--- src/rtl/ccc_ctrl_pkg.sv ---
// rtl/ccc_ctrl_pkg.sv - shared types and widths for the CCC reconfiguration sequencer
package ccc_ctrl_pkg;

    localparam int CCC_ADDR_W = 6;
    localparam int CCC_DATA_W = 8;
    localparam int SETTLE_W   = 4;
    localparam int STABLE_W   = 7;
    localparam int TIMEOUT_W  = 16;
    localparam int LOSS_CNT_W = 8;

    typedef enum logic [3:0] {
        ST_INIT_LOCK,
        ST_IDLE,
        ST_SW_OUT,
        ST_PLL_RST,
        ST_APB_SETUP,
        ST_APB_ACCESS,
        ST_RELEASE,
        ST_WAIT_LOCK,
        ST_SW_BACK
    } state_t;

endpackage

--- src/rtl/ccc_lock_qual.sv ---
// rtl/ccc_lock_qual.sv - LOCK synchroniser with stable-run and timeout qualification counters
module ccc_lock_qual
    import ccc_ctrl_pkg::*;
#(
    parameter int LOCK_STABLE  = 64,
    parameter int LOCK_TIMEOUT = 65535
) (
    input  logic clk,
    input  logic rst_n,
    input  logic lock_raw,
    input  logic enable,
    output logic lock_sync,
    output logic locked,
    output logic timeout
);

    logic                 lock_meta;
    logic [STABLE_W-1:0]  stable_cnt;
    logic [TIMEOUT_W-1:0] timeout_cnt;

    always_ff @(posedge clk or negedge rst_n) begin
        if (!rst_n) begin
            lock_meta <= 1'b0;
            lock_sync <= 1'b0;
        end else begin
            lock_meta <= lock_raw;
            lock_sync <= lock_meta;
        end
    end

    // Counters only run while qualifying, so each qualification starts from zero.
    always_ff @(posedge clk or negedge rst_n) begin
        if (!rst_n) begin
            stable_cnt  <= '0;
            timeout_cnt <= '0;
        end else if (!enable) begin
            stable_cnt  <= '0;
            timeout_cnt <= '0;
        end else begin
            stable_cnt <= lock_sync ? stable_cnt + 1'b1 : '0;
            if (!timeout) begin
                timeout_cnt <= timeout_cnt + 1'b1;
            end
        end
    end

    assign locked  = enable && lock_sync && (stable_cnt == STABLE_W'(LOCK_STABLE - 1));
    assign timeout = enable && (timeout_cnt == TIMEOUT_W'(LOCK_TIMEOUT));

endmodule

--- src/rtl/ccc_reconfig_ctrl.sv ---
// rtl/ccc_reconfig_ctrl.sv - CCC/PLL reprogramming sequencer with APB driver and run-time LOCK monitor
module ccc_reconfig_ctrl
    import ccc_ctrl_pkg::*;
#(
    parameter int MUX_SETTLE   = 8,
    parameter int LOCK_STABLE  = 64,
    parameter int LOCK_TIMEOUT = 65535
) (
    input  logic                  PCLK,
    input  logic                  PRESET_N,
    input  logic                  start,
    output logic                  busy,
    output logic                  done,
    output logic                  err,
    input  logic                  wr_valid,
    output logic                  wr_ready,
    input  logic [CCC_ADDR_W-1:0] wr_addr,
    input  logic [CCC_DATA_W-1:0] wr_data,
    input  logic                  wr_last,
    output logic                  ccc_psel,
    output logic                  ccc_penable,
    output logic                  ccc_pwrite,
    output logic [CCC_ADDR_W-1:0] ccc_paddr,
    output logic [CCC_DATA_W-1:0] ccc_pwdata,
    input  logic                  ccc_lock,
    output logic                  ccc_pll_arst_n,
    output logic                  ngmux_sel,
    output logic                  lock_ok,
    output logic                  lock_lost,
    input  logic                  lock_lost_clr,
    output logic [LOSS_CNT_W-1:0] lock_loss_cnt
);

    state_t              state, next_state;
    logic [SETTLE_W-1:0] settle_cnt;
    logic                settle_done;
    logic                beat_last;
    logic                lock_sync, locked, timeout;
    logic                qual_en, wr_fire, lock_loss;

    assign settle_done = (settle_cnt == SETTLE_W'(MUX_SETTLE - 1));
    assign qual_en     = (state == ST_INIT_LOCK) || (state == ST_WAIT_LOCK);
    assign wr_fire     = wr_valid && wr_ready;
    assign lock_loss   = (state == ST_IDLE) && lock_ok && !lock_sync;
    assign ccc_pwrite  = ccc_psel;

    ccc_lock_qual #(
        .LOCK_STABLE  (LOCK_STABLE),
        .LOCK_TIMEOUT (LOCK_TIMEOUT)
    ) u_lock_qual (
        .clk       (PCLK),
        .rst_n     (PRESET_N),
        .lock_raw  (ccc_lock),
        .enable    (qual_en),
        .lock_sync (lock_sync),
        .locked    (locked),
        .timeout   (timeout)
    );

    always_ff @(posedge PCLK or negedge PRESET_N) begin
        if (!PRESET_N) begin
            state <= ST_INIT_LOCK;
        end else begin
            state <= next_state;
        end
    end

    always_comb begin
        next_state = state;
        busy       = 1'b1;
        wr_ready   = 1'b0;
        case (state)
            ST_INIT_LOCK: begin
                busy = 1'b0;
                if (locked || timeout) next_state = ST_IDLE;
            end
            ST_IDLE: begin
                busy = 1'b0;
                if (start) next_state = ST_SW_OUT;
            end
            ST_SW_OUT:    if (settle_done) next_state = ST_PLL_RST;
            ST_PLL_RST:   next_state = ST_APB_SETUP;
            ST_APB_SETUP: begin
                wr_ready = 1'b1;
                if (wr_valid) next_state = ST_APB_ACCESS;
            end
            // Two cycles here: APB setup phase, then the enable phase.
            ST_APB_ACCESS: if (ccc_penable) next_state = beat_last ? ST_RELEASE : ST_APB_SETUP;
            ST_RELEASE:   next_state = ST_WAIT_LOCK;
            ST_WAIT_LOCK: begin
                if (locked)       next_state = ST_SW_BACK;
                else if (timeout) next_state = ST_IDLE;
            end
            ST_SW_BACK:   if (settle_done) next_state = ST_IDLE;
            default:      next_state = ST_IDLE;
        endcase
    end

    always_ff @(posedge PCLK or negedge PRESET_N) begin
        if (!PRESET_N) begin
            settle_cnt     <= '0;
            ccc_psel       <= 1'b0;
            ccc_penable    <= 1'b0;
            ccc_paddr      <= '0;
            ccc_pwdata     <= '0;
            beat_last      <= 1'b0;
            ccc_pll_arst_n <= 1'b1;
            ngmux_sel      <= 1'b0;
            lock_ok        <= 1'b0;
            lock_lost      <= 1'b0;
            lock_loss_cnt  <= '0;
            done           <= 1'b0;
            err            <= 1'b0;
        end else begin
            if ((state == ST_SW_OUT || state == ST_SW_BACK) && !settle_done) begin
                settle_cnt <= settle_cnt + 1'b1;
            end else begin
                settle_cnt <= '0;
            end

            // Registered so the PLL reset never sees decode glitches.
            ccc_pll_arst_n <= (next_state != ST_PLL_RST);
            done           <= (state == ST_SW_BACK) && settle_done;
            err            <= qual_en && timeout && !locked;

            if (wr_fire) begin
                ccc_psel    <= 1'b1;
                ccc_penable <= 1'b0;
                ccc_paddr   <= wr_addr;
                ccc_pwdata  <= wr_data;
                beat_last   <= wr_last;
            end else if (state == ST_APB_ACCESS) begin
                if (!ccc_penable) begin
                    ccc_penable <= 1'b1;
                end else begin
                    ccc_psel    <= 1'b0;
                    ccc_penable <= 1'b0;
                end
            end

            if (state == ST_IDLE && start) begin
                ngmux_sel <= 1'b1;
            end else if (state == ST_WAIT_LOCK && locked) begin
                ngmux_sel <= 1'b0;
            end

            if ((state == ST_INIT_LOCK && locked) || (state == ST_SW_BACK && settle_done)) begin
                lock_ok <= 1'b1;
            end else if (lock_loss || (state == ST_IDLE && start)) begin
                lock_ok <= 1'b0;
            end

            // A new loss outranks a clear in the same cycle.
            if (lock_loss) begin
                lock_lost <= 1'b1;
            end else if (lock_lost_clr) begin
                lock_lost <= 1'b0;
            end

            if (lock_loss && lock_loss_cnt != '1) begin
                lock_loss_cnt <= lock_loss_cnt + 1'b1;
            end
        end
    end

endmodule

--- config.mk ---
export PLATFORM = sky130hd
export DESIGN_NAME = ccc_reconfig_ctrl
export DESIGN_NICKNAME = d
export VERILOG_FILES = /design/src/rtl/ccc_ctrl_pkg.sv /design/src/rtl/ccc_lock_qual.sv /design/src/rtl/ccc_reconfig_ctrl.sv
export SDC_FILE = /design/constraint.sdc
export NUM_CORES = 1
export LEC_CHECK = 0
export CAP_MARGIN = 20
export CORE_MARGIN = 8
export CORE_UTILIZATION = 57
export DETAILED_ROUTE_END_ITERATION = 16
export PLACE_DENSITY = 0.89
export SLEW_MARGIN = 20
export SYNTH_ARGS = -nofsm -noshare
export SYNTH_HDL_FRONTEND = slang
export SYNTH_HIERARCHICAL = 1
export SYNTH_SLANG_ARGS = --single-unit
--- constraint.sdc ---
create_clock -name PCLK -period 6.1 [get_ports PCLK]
set_input_delay 1.22 -clock PCLK [delete_from_list [all_inputs] [get_ports PCLK]]
set_output_delay 1.22 -clock PCLK [all_outputs]
set_load 0.05 [all_outputs]
Word level (Yosys, flattened, before mapping)
Index checks and enable logic that the tools add are counted.
{ "classes": {"n_addsub": 4, "multipliers": 0, "div": 0, "n_lt_le_gt_ge": 0, "n_eq_ne": 14, "shift": 0, "n_mux": 29, "bitwise": 0, "n_reduce_logical": 30} }
{ "ops": {"columns": ["op", "n"], "rows": [
  ["$mux W4", 9],
  ["$pmux W4 S9", 1],
  ["$mux W16", 2],
  ["$eq A4 B3 Y1 const B", 5],
  ["$add A16 B1 Y16 const B", 1],
  ["$eq A16 B16 Y1 const B", 1],
  ["$logic_and A1 B1 Y1", 14],
  ["$mux W1", 14],
  ["$mux W7", 2],
  ["$reduce_bool A2 Y1", 5],
  ["$add A8 B1 Y8 const B", 1],
  ["$eq A4 B2 Y1 const B", 2],
  ["$ne A8 B8 Y1 const B", 1],
  ["$add A7 B1 Y7 const B", 1],
  ["$eq A7 B6 Y1 const B", 1],
  ["$logic_or A1 B1 Y1", 5],
  ["$add A4 B1 Y4 const B", 1],
  ["$eq A4 B1 Y1 const B", 1],
  ["$eq A4 B4 Y1 const B", 1],
  ["$logic_not A4 Y1", 1],
  ["$ne A4 B2 Y1 const B", 1],
  ["$logic_not A1 Y1", 3],
  ["$mux W2", 1],
  ["$ne A2 B2 Y1 const B", 1],
  ["other kinds (2)", 2]
]} }
{ "word_totals": {"regBits": 64, "latchBits": 0, "ramBits": 0, "mem_bits_ro": 0, "wordCells": 95, "memories": 0} }

Longest topological paths before layout
{ "depth": {"depth_word": 8, "depth_mapped": 10, "ltp_nobuf": 8} }

By module
Netlist, hierarchy kept.
{ "by_module_without_submodules": {"columns": ["module", "instances", "cells_each", "area_per_inst_um2", "seq_area_each_um2"], "rows": [
  ["ccc_reconfig_ctrl", 1, 162, 1849.3, 977.2],
  ["ccc_lock_qual", 1, 117, 1238.7, 625.6]
]} }

Least setup slack after synthesis
No wires, ideal clock.
{ "synth_timing": {"path_type": "reg2out", "start": "reg state[0]", "end": "out wr_ready", "arrival_time_ps": 1253, "t_required_ps": 4880, "slack_ps": 3627, "path_stages_with_launch": 3, "path_buffers": 1, "cell_sequence": "dfrtp_1 buf_2 nor3_2"} }
{ "synth_between": {"elab_chain_cells": 2} }
{ "synth_lines": {"columns": ["element", "line_no", "source"], "rows": [
  ["start: declaration", "ccc_reconfig_ctrl.sv:34", "state_t state, next_state;"],
  ["start signal: assignment", "ccc_reconfig_ctrl.sv:64", "state <= next_state;"],
  ["$eq A4 B3 Y1", "ccc_reconfig_ctrl.sv:72", "case (state)"],
  ["$mux W1", "ccc_reconfig_ctrl.sv:72", null],
  ["end: declaration", "ccc_reconfig_ctrl.sv:16", "output logic wr_ready,"]
]} }
No other way between the ends.

Final worst setup path
{ "layout_timing": {"start": "reg state[2]", "end": "out wr_ready"} }
Same word-level chain as after synthesis.

==> results.toml <==
[run_status]
status = "complete, no violations"

[detailed_routing]
avgRoutedWirePerCell_um = 15.25
drtPass1Iterations = 4
vias = 2308
wl_mm = 6.252
ant_nets = 0
drcViolationCount = 0
drt_iter0_drc = 141
vias_per_cell = 5.629

[power]
seqPwrFrac_pct = 40.8
p_leak_nw = 1.715
switching_share_pct = 39.70
clkPwrFrac_pct = 22.6
intPower_uw = 863.2
peakVddDrop_mv = 0.4323
p_switching_uw = 568.4
p_per_area_mw_per_mm2 = 375.3
p_comb_share_pct = 36.6

[floorplan]
ios = 54
num_rows = 27
initial_utilization_pct = 57.49
fp.dieH_um = 89.61
die_w_um = 89.61
core_area_mm2 = 0.005371
die_area_mm2 = 0.008029

[final_layout]
syn_to_final_growth_pct = 23.54
mostFrequentLayoutCells = "dfrtp_1 (63), clkdlybuf4s50_1 (52), nor2_1 (23), nand2_1 (20), mux2_2 (17)"
fin_cells = 410
nNetsFinal = 358
drive_gt1_share_pct = 15.68
antenna_cells = 0
layout_commonest_cell = "dfrtp_1"

[place]
io_buffers = 53
dp_cells = 394
place_hpwl_mm = 4.388
place_congestion = 0.8401

[critical_path]
rr_worst_depth = 9
path_max_fanout = 17
critPathBufInv = 1
endpoint_kind = "output pin"
worstPathRequired_ns = 4.88
slowest_stage = "clkdlybuf4s50_1"
path_cells = "nand2b_4 -> nor3_2 -> clkdlybuf4s50_1"
worst_path_largest_cell_delay_ns = 0.87
path_depth = 3
criticalPathCategory = "register to output pin"
crit_family = "buffers and inverters"
start_kind = "register"
crit_arrival_ns = 2.28

[timing]
worst_slew_pin_slew_ns = 0.9544
post-route-period-util_pct = 57.36
fin_worst_skew_ns = 0.01076
max_freq_ghz = 0.2858
min_period_ns = 3.499
hold_viol_final = 0
finalSetupViolCount = 0
fin_tns_setup_ns = 0
grt_setup_unrepaired = "no"
final-max-slew-violation-count = 0
slew_headroom_pct = 35.89

[logic_synthesis]
synth.area.mux_share_pct = 7.820
ys_async_sr_fraction_pct = 100.0
yosysSeqAreaShare_pct = 51.90
synth_area_leaders = "dfrtp_1 (51%), mux2_2 (6.2%), xor2_1 (3.7%), nor2_1 (2.8%), nand3_1 (2.6%)"
synth_nets = 304
synth_top_family_by_area = "simple AND/OR/NAND/NOR gates"
ys_warn_count = 6
syn_inst = 279
synth_cell_type_count = 51
syn_area_mm2 = 0.003088
post_synth_and_or_nand_nor_area_fraction_pct = 22.00
synth_compound_area_share_pct = 8.023
yosys.area.top_type = "dfrtp_1"
syn_area_per_cell_um2 = 11.07
synth_top_area_share_pct = 51.05
ys_ff_latch = 64
ys.flop_type = "dfrtp_1"
synthXorXnorAreaFrac_pct = 5.105
synth_edf_count = 0
yosys.area_share.adder_pct = 1.621

[clock_network]
root_buffer = "clkbuf_8"
cts_setup_buffers = 0
cts_buffers = 9
cts_resized = 0
clkSinkCount = 64
clock_latency_ns = 0.34
h-tree-depth = 3
clkTransAtPathRegs_ns = 0.07
cts_tree = "done"
clockBufferDepth = 2
hold_buffers = 0

[grt]
grt_use_total_pct = 17.71
grt_pass1_wl_mm = 10.71
grt_overflow_total = 0
antenna_found_initial = 0
grt_start_max_net_pins = 65
grt_pass1_vias = 2343

[run]
cap_violations = 0

[hold_path]
hold_class = "register to register"
hold_depth = 0
## routing by layer
metal	share of wire, %	GRT usage, %
met2	50	29.01
met1	41	19.91
met5	0	0
met4	1.2	9.517
met3	7.2	6.096
## state kept, by name, indices dropped and copies added, names as in the netlist, 4 cells and up
signal and flops:
settle_cnt 4, u_lock_qual/timeout_cnt 16, ccc_pwdata 8, state 4, ccc_paddr 6, lock_loss_cnt 8, u_lock_qual/stable_cnt 7
## worst paths after layout
kind                                          endpoint  slack, ns                   from
min reg2reg                      u_lock_qual/lock_sync       0.36  u_lock_qual/lock_meta
min in group asynchronous                settle_cnt[2]       1.03               PRESET_N
max                                           wr_ready       2.60               state[2]
max reg2reg                                  ngmux_sel       3.25               state[0]
min                              u_lock_qual/lock_sync       0.36  u_lock_qual/lock_meta
max in group asynchronous  u_lock_qual/timeout_cnt[12]       4.54               PRESET_N
## cells by family after synthesis
| group | after synthesis |
|---|---|
| xor gates and xnor gates | 18 |
| DFF | 64 |
| muxes | 22 |
| AOI/OAI and AO/OA | 38 |
| and+or+nand+nor | 113 |
| buffers and inverters | 20 |
| adders and majority gates | 4 |
## cells in the mapped netlist (2+ instances only)
master / count
buf_2: 3
buf_4: 2
or2_2: 2
nand3_1: 16
dfrtp_1: 63
nand2_1: 20
mux2i_1: 5
nand2b_1: 3
clkbuf_1: 4
nand4_1: 5
a21oi_1: 10
buf_6: 3
nor3_2: 3
nor4b_1: 2
mux2_2: 17
o21a_1: 9
or3_1: 4
xor2_1: 13
nor2_2: 2
nor4_1: 8
inv_1: 8
ha_1: 4
and3_1: 4
o21ai_0: 8
nor2_1: 23
xnor2_1: 5
nor3_1: 8
nor4_2: 2
## metrics by stage
step / power (mW) / cell area, um^2 / hold WS (ns) / setup WS (ns) / utilization (%)
after floorplan: 0.9330 / 3088 / 0.3312 / 3.627 / -
after global placement: 1.098 / 3640 / 0.3381 / 3.047 / 67.76
after detailed placement: 1.117 / 3640 / 0.3496 / 2.977 / 67.76
after CTS: 1.449 / 3815 / 0.3663 / 2.595 / 71.02
after global routing: 1.507 / 3815 / 0.3744 / 2.505 / 71.02
final: 1.432 / 3815 / 0.3574 / 2.601 / 71.02
## area by class of cell
type	instances	area [um^2]
well taps	72	90.09
fillers	393	1556
inverters	8	30.03
repair buffers	55	540.5
clock inverters	4	20.02
clock buffers	12	155.1
multi-input cells	195	1376
flip-flops and latches	64	1603
## power by group through the flow
stage	Sequential, mW	Clock, mW	Combinational, mW
2_1_floorplan	0.749	0	0.184
3_3_place_gp	0.580	0	0.518
3_5_place_dp	0.590	0	0.527
4_1_cts	0.584	0.334	0.530
5_1_grt	0.597	0.354	0.555
6_report	0.584	0.323	0.524
Note: power is estimated with default switching activity, not from simulation.
==> RTL edit (same flow settings) <==
Put one more register stage on the output `lock_loss_cnt`, without a reset. The value now appears one clock later. The other outputs are not delayed to match.
--- a/src/rtl/ccc_reconfig_ctrl.sv
+++ b/src/rtl/ccc_reconfig_ctrl.sv
@@ -32,2 +32,4 @@
 );
+
+    logic [LOSS_CNT_W-1:0] lock_loss_cnt_s0;
 
@@ -110,3 +112,3 @@
             lock_lost      <= 1'b0;
-            lock_loss_cnt  <= '0;
+            lock_loss_cnt_s0 <= '0;
             done           <= 1'b0;
@@ -159,4 +161,4 @@
 
-            if (lock_loss && lock_loss_cnt != '1) begin
-                lock_loss_cnt <= lock_loss_cnt + 1'b1;
+            if (lock_loss && lock_loss_cnt_s0 != '1) begin
+                lock_loss_cnt_s0 <= lock_loss_cnt_s0 + 1'b1;
             end
@@ -165,2 +167,6 @@
 
+    always_ff @(posedge PCLK) begin
+        lock_loss_cnt <= lock_loss_cnt_s0;
+    end
+
 endmodule
Function: same outputs for any inputs over 10 cycles, from zero or initial values and one cycle with PRESET_N low; that may be too few to reach the edited logic, so the function may still have changed.
==> RTL edit against the original RTL <==
- sequential cell count is 8 higher
- worst setup slack improved by 0.012 ns
- total power up 5.1%
- via count fell by 0.78%
- hold slack got worse by 0.0036 ns
- area after synthesis rose by 5.2%
- wire length up 1.2%
- cell area grew 4.5%
- sequential share of layout area up 2.2 points
- largest power group unchanged
==> RTL edit: results (changes against the original RTL) <==
| Metric | Value |
|---|---|
| Worst r2r path cells | 8 (-1) |
| Largest net degree at the start of global routing | 65 (unchanged) |
| H-tree depth | 3 (unchanged) |
| Finished Layout Cells | 417 (+1.7%) |
| Clk_lat worst skew | 0.34 ns (about the same) |
| Hold crit path type | reg2reg |
| IO Port Bufs | 53 (unchanged) |
| Crit-path slowest cell | clkdlybuf4s50_1 |
| Routed wire length | 6324 µm (+1.2%) |
| Post-CTS resize count | 0 (unchanged) |
| Hold Crit Depth | 0 (unchanged) |
| Top reg by flops | u_lock_qual/timeout_cnt |
| Clock transition at the registers of the reported paths | 0.07 ns (about the same) |
| Async SR Flop Fraction | 88.89% (-11 points) |
| GP Congestion | 0.8185 (-2.6%) |
| Clock Tree Buf Depth | 2 (unchanged) |
| RR Startpoint | state[0]$_DFF_PN0_ |
| Status | finished, final reports clean |
| Final HPWL from detailed placement | 4446 µm (+1.3%) |
| Distinct cells, synth | 52 (+2.0%) |
| Syn_nets | 312 (+2.6%) |
| Worst Skew | 0.003859 ns (-0.006898 ns) |
| Maximum VDD drop | 0.0003862 V (-11%) |
| Worst-path maximum fanout | 17 (unchanged) |
| Router iterations before antenna repair | 4 (unchanged) |
| Initial antenna violation count | 0 (unchanged) |
| Most instantiated cells after synthesis | dfrtp_1, nor2_1, nand2_1, mux2_2, nand3_1 |
| Mapped Avg Cell Area | 11.32 µm² (+2.3%) |
| N_diodes | 0 (unchanged) |
| Layout cells sized above 1 | 15.65% (-0.028 points) |
| Initial DRC count | 108 (-23%) |
| First-pass GRT wire length | 10840 µm (+1.2%) |
| Synth top area cells | dfrtp_1, mux2_2, dfxtp_1 |
| Hold EP | u_lock_qual/lock_sync$_DFF_PN0_ |
| CTS Root Cell | clkbuf_8 |
| Post-Place Cell Area | 3792 µm² (+4.2%) |
| Synth Warn # | 6 (unchanged) |
| Seq/Total Area, Yosys | 54.28% (+2.4 points) |
| CP peak stage delay | 0.87 ns (about the same) |
| Max reg flops | 16 (unchanged) |
| Setup Total Neg Slack | 0 ns (unchanged) |
| Leakage power | 0.001779 µW (+3.7%) |
| R2r setup slk | 2.87 ns (-0.38 ns) |
| Placed cells | 401 (+1.8%) |
| R2r endpoint | ngmux_sel$_DFFE_PN0P_ |
| Prevailing post-synth register cell | dfrtp_1 |
| Total GRT Usage | 16.08% (-1.6 points) |
| CTS Buf Count | 9 (unchanged) |
| Hold Crit Start | u_lock_qual/lock_meta$_DFF_PN0_ |
| Relative slew margins | 36.98% (+1.1 points) |
| CP arrival | 2.27 ns |
| Via count | 2290 (-0.78%) |
| Nets@finish | 365 (+2.0%) |
RTL edit: cell count changes in the layout (fill, tap and decap cells not counted):
cell	unedited run	this run
clkinvlp_4	0	1
clkbuf_1	1	0
buf_4	2	1
dfxtp_1	0	8
inv_6	0	1
clkinv_2	4	2
a21oi_2	0	1
clkbuf_8	11	12
a21oi_1	10	9
RTL edit: final cells by class:
cell class | instances | area (µm²)
clock buffer | 12 | 165.2
clock inverter | 4 | 26.28
fill | 380 | 1519
inverter | 8 | 30.03
multi-input combinational | 195 | 1380
sequential | 72 | 1763
tap | 72 | 90.09
timing repair buffer | 54 | 533.0
RTL edit: worst max-delay path, delay by kind of cell, from the launching register on:
kind,cells,cell delay (ns)
buffers and inverters,1,0.87
DFF,1,0.72
and+or+nand+nor,2,0.34
RTL edit: how the worst max path moves through the flow:
| stage | slack (ns) | from | endpoint | cells past startpoint |
|---|---|---|---|---|
| 6_report | 2.61 | state[2]$_DFF_PN0_ | wr_ready | 3 |
| 3_3_place_gp | 2.79 | state[1]$_DFF_PN0_ | ngmux_sel$_DFFE_PN0P_ | 8 |
| 3_5_place_dp | 2.56 | state[0]$_DFF_PN0_ | ngmux_sel$_DFFE_PN0P_ | 8 |
| 2_1_floorplan | 3.63 | state[0]$_DFF_PN0_ | wr_ready | 2 |
| 5_1_grt | 2.47 | state[2]$_DFF_PN0_ | wr_ready | 3 |
| 4_1_cts | 2.46 | state[0]$_DFF_PN0_ | ngmux_sel$_DFFE_PN0P_ | 8 |
RTL edit: layer usage:
layer  vias up  part of all wire, %  GRT usage [%]
met5         -                    0              0
met4         0                 0.89          5.457
met3         4                  8.2          8.395
met2        48                   50          25.87
met1      1121                   41          17.88
li1       1117                    -              -
RTL edit: cells by family (layout without fill, tap and decap cells):
group                      Yosys count  count (layout)  share of synthesized area, %
buffers and inverters               20              78                         3.351
xor gates and xnor gates            18              18                         4.854
muxes                               22              22                         7.434
and+or+nand+nor                    113             113                         20.92
AOI/OAI and AO/OA                   38              38                         7.628
adders and majority gates            4               4                         1.541
DFF                                 72              72                         54.28
RTL edit: metrics by stage:
stage | power (µW) | hold slack, ns | worst slack [ns] | util (%)
final | 1505 | 0.3538 | 2.613 | 72.42
after global routing | 1585 | 0.3688 | 2.470 | 72.42
after CTS | 1524 | 0.3561 | 2.463 | 72.35
after detailed placement | 1163 | 0.3385 | 2.560 | 68.87
after floorplan | 986.4 | 0.3312 | 3.627 | -
after global placement | 1144 | 0.3346 | 2.790 | 68.87
RTL edit: report_power, final:
part	switching [µW]	internal, µW
combinational	328	189
sequential	79.6	556
clock	171	181
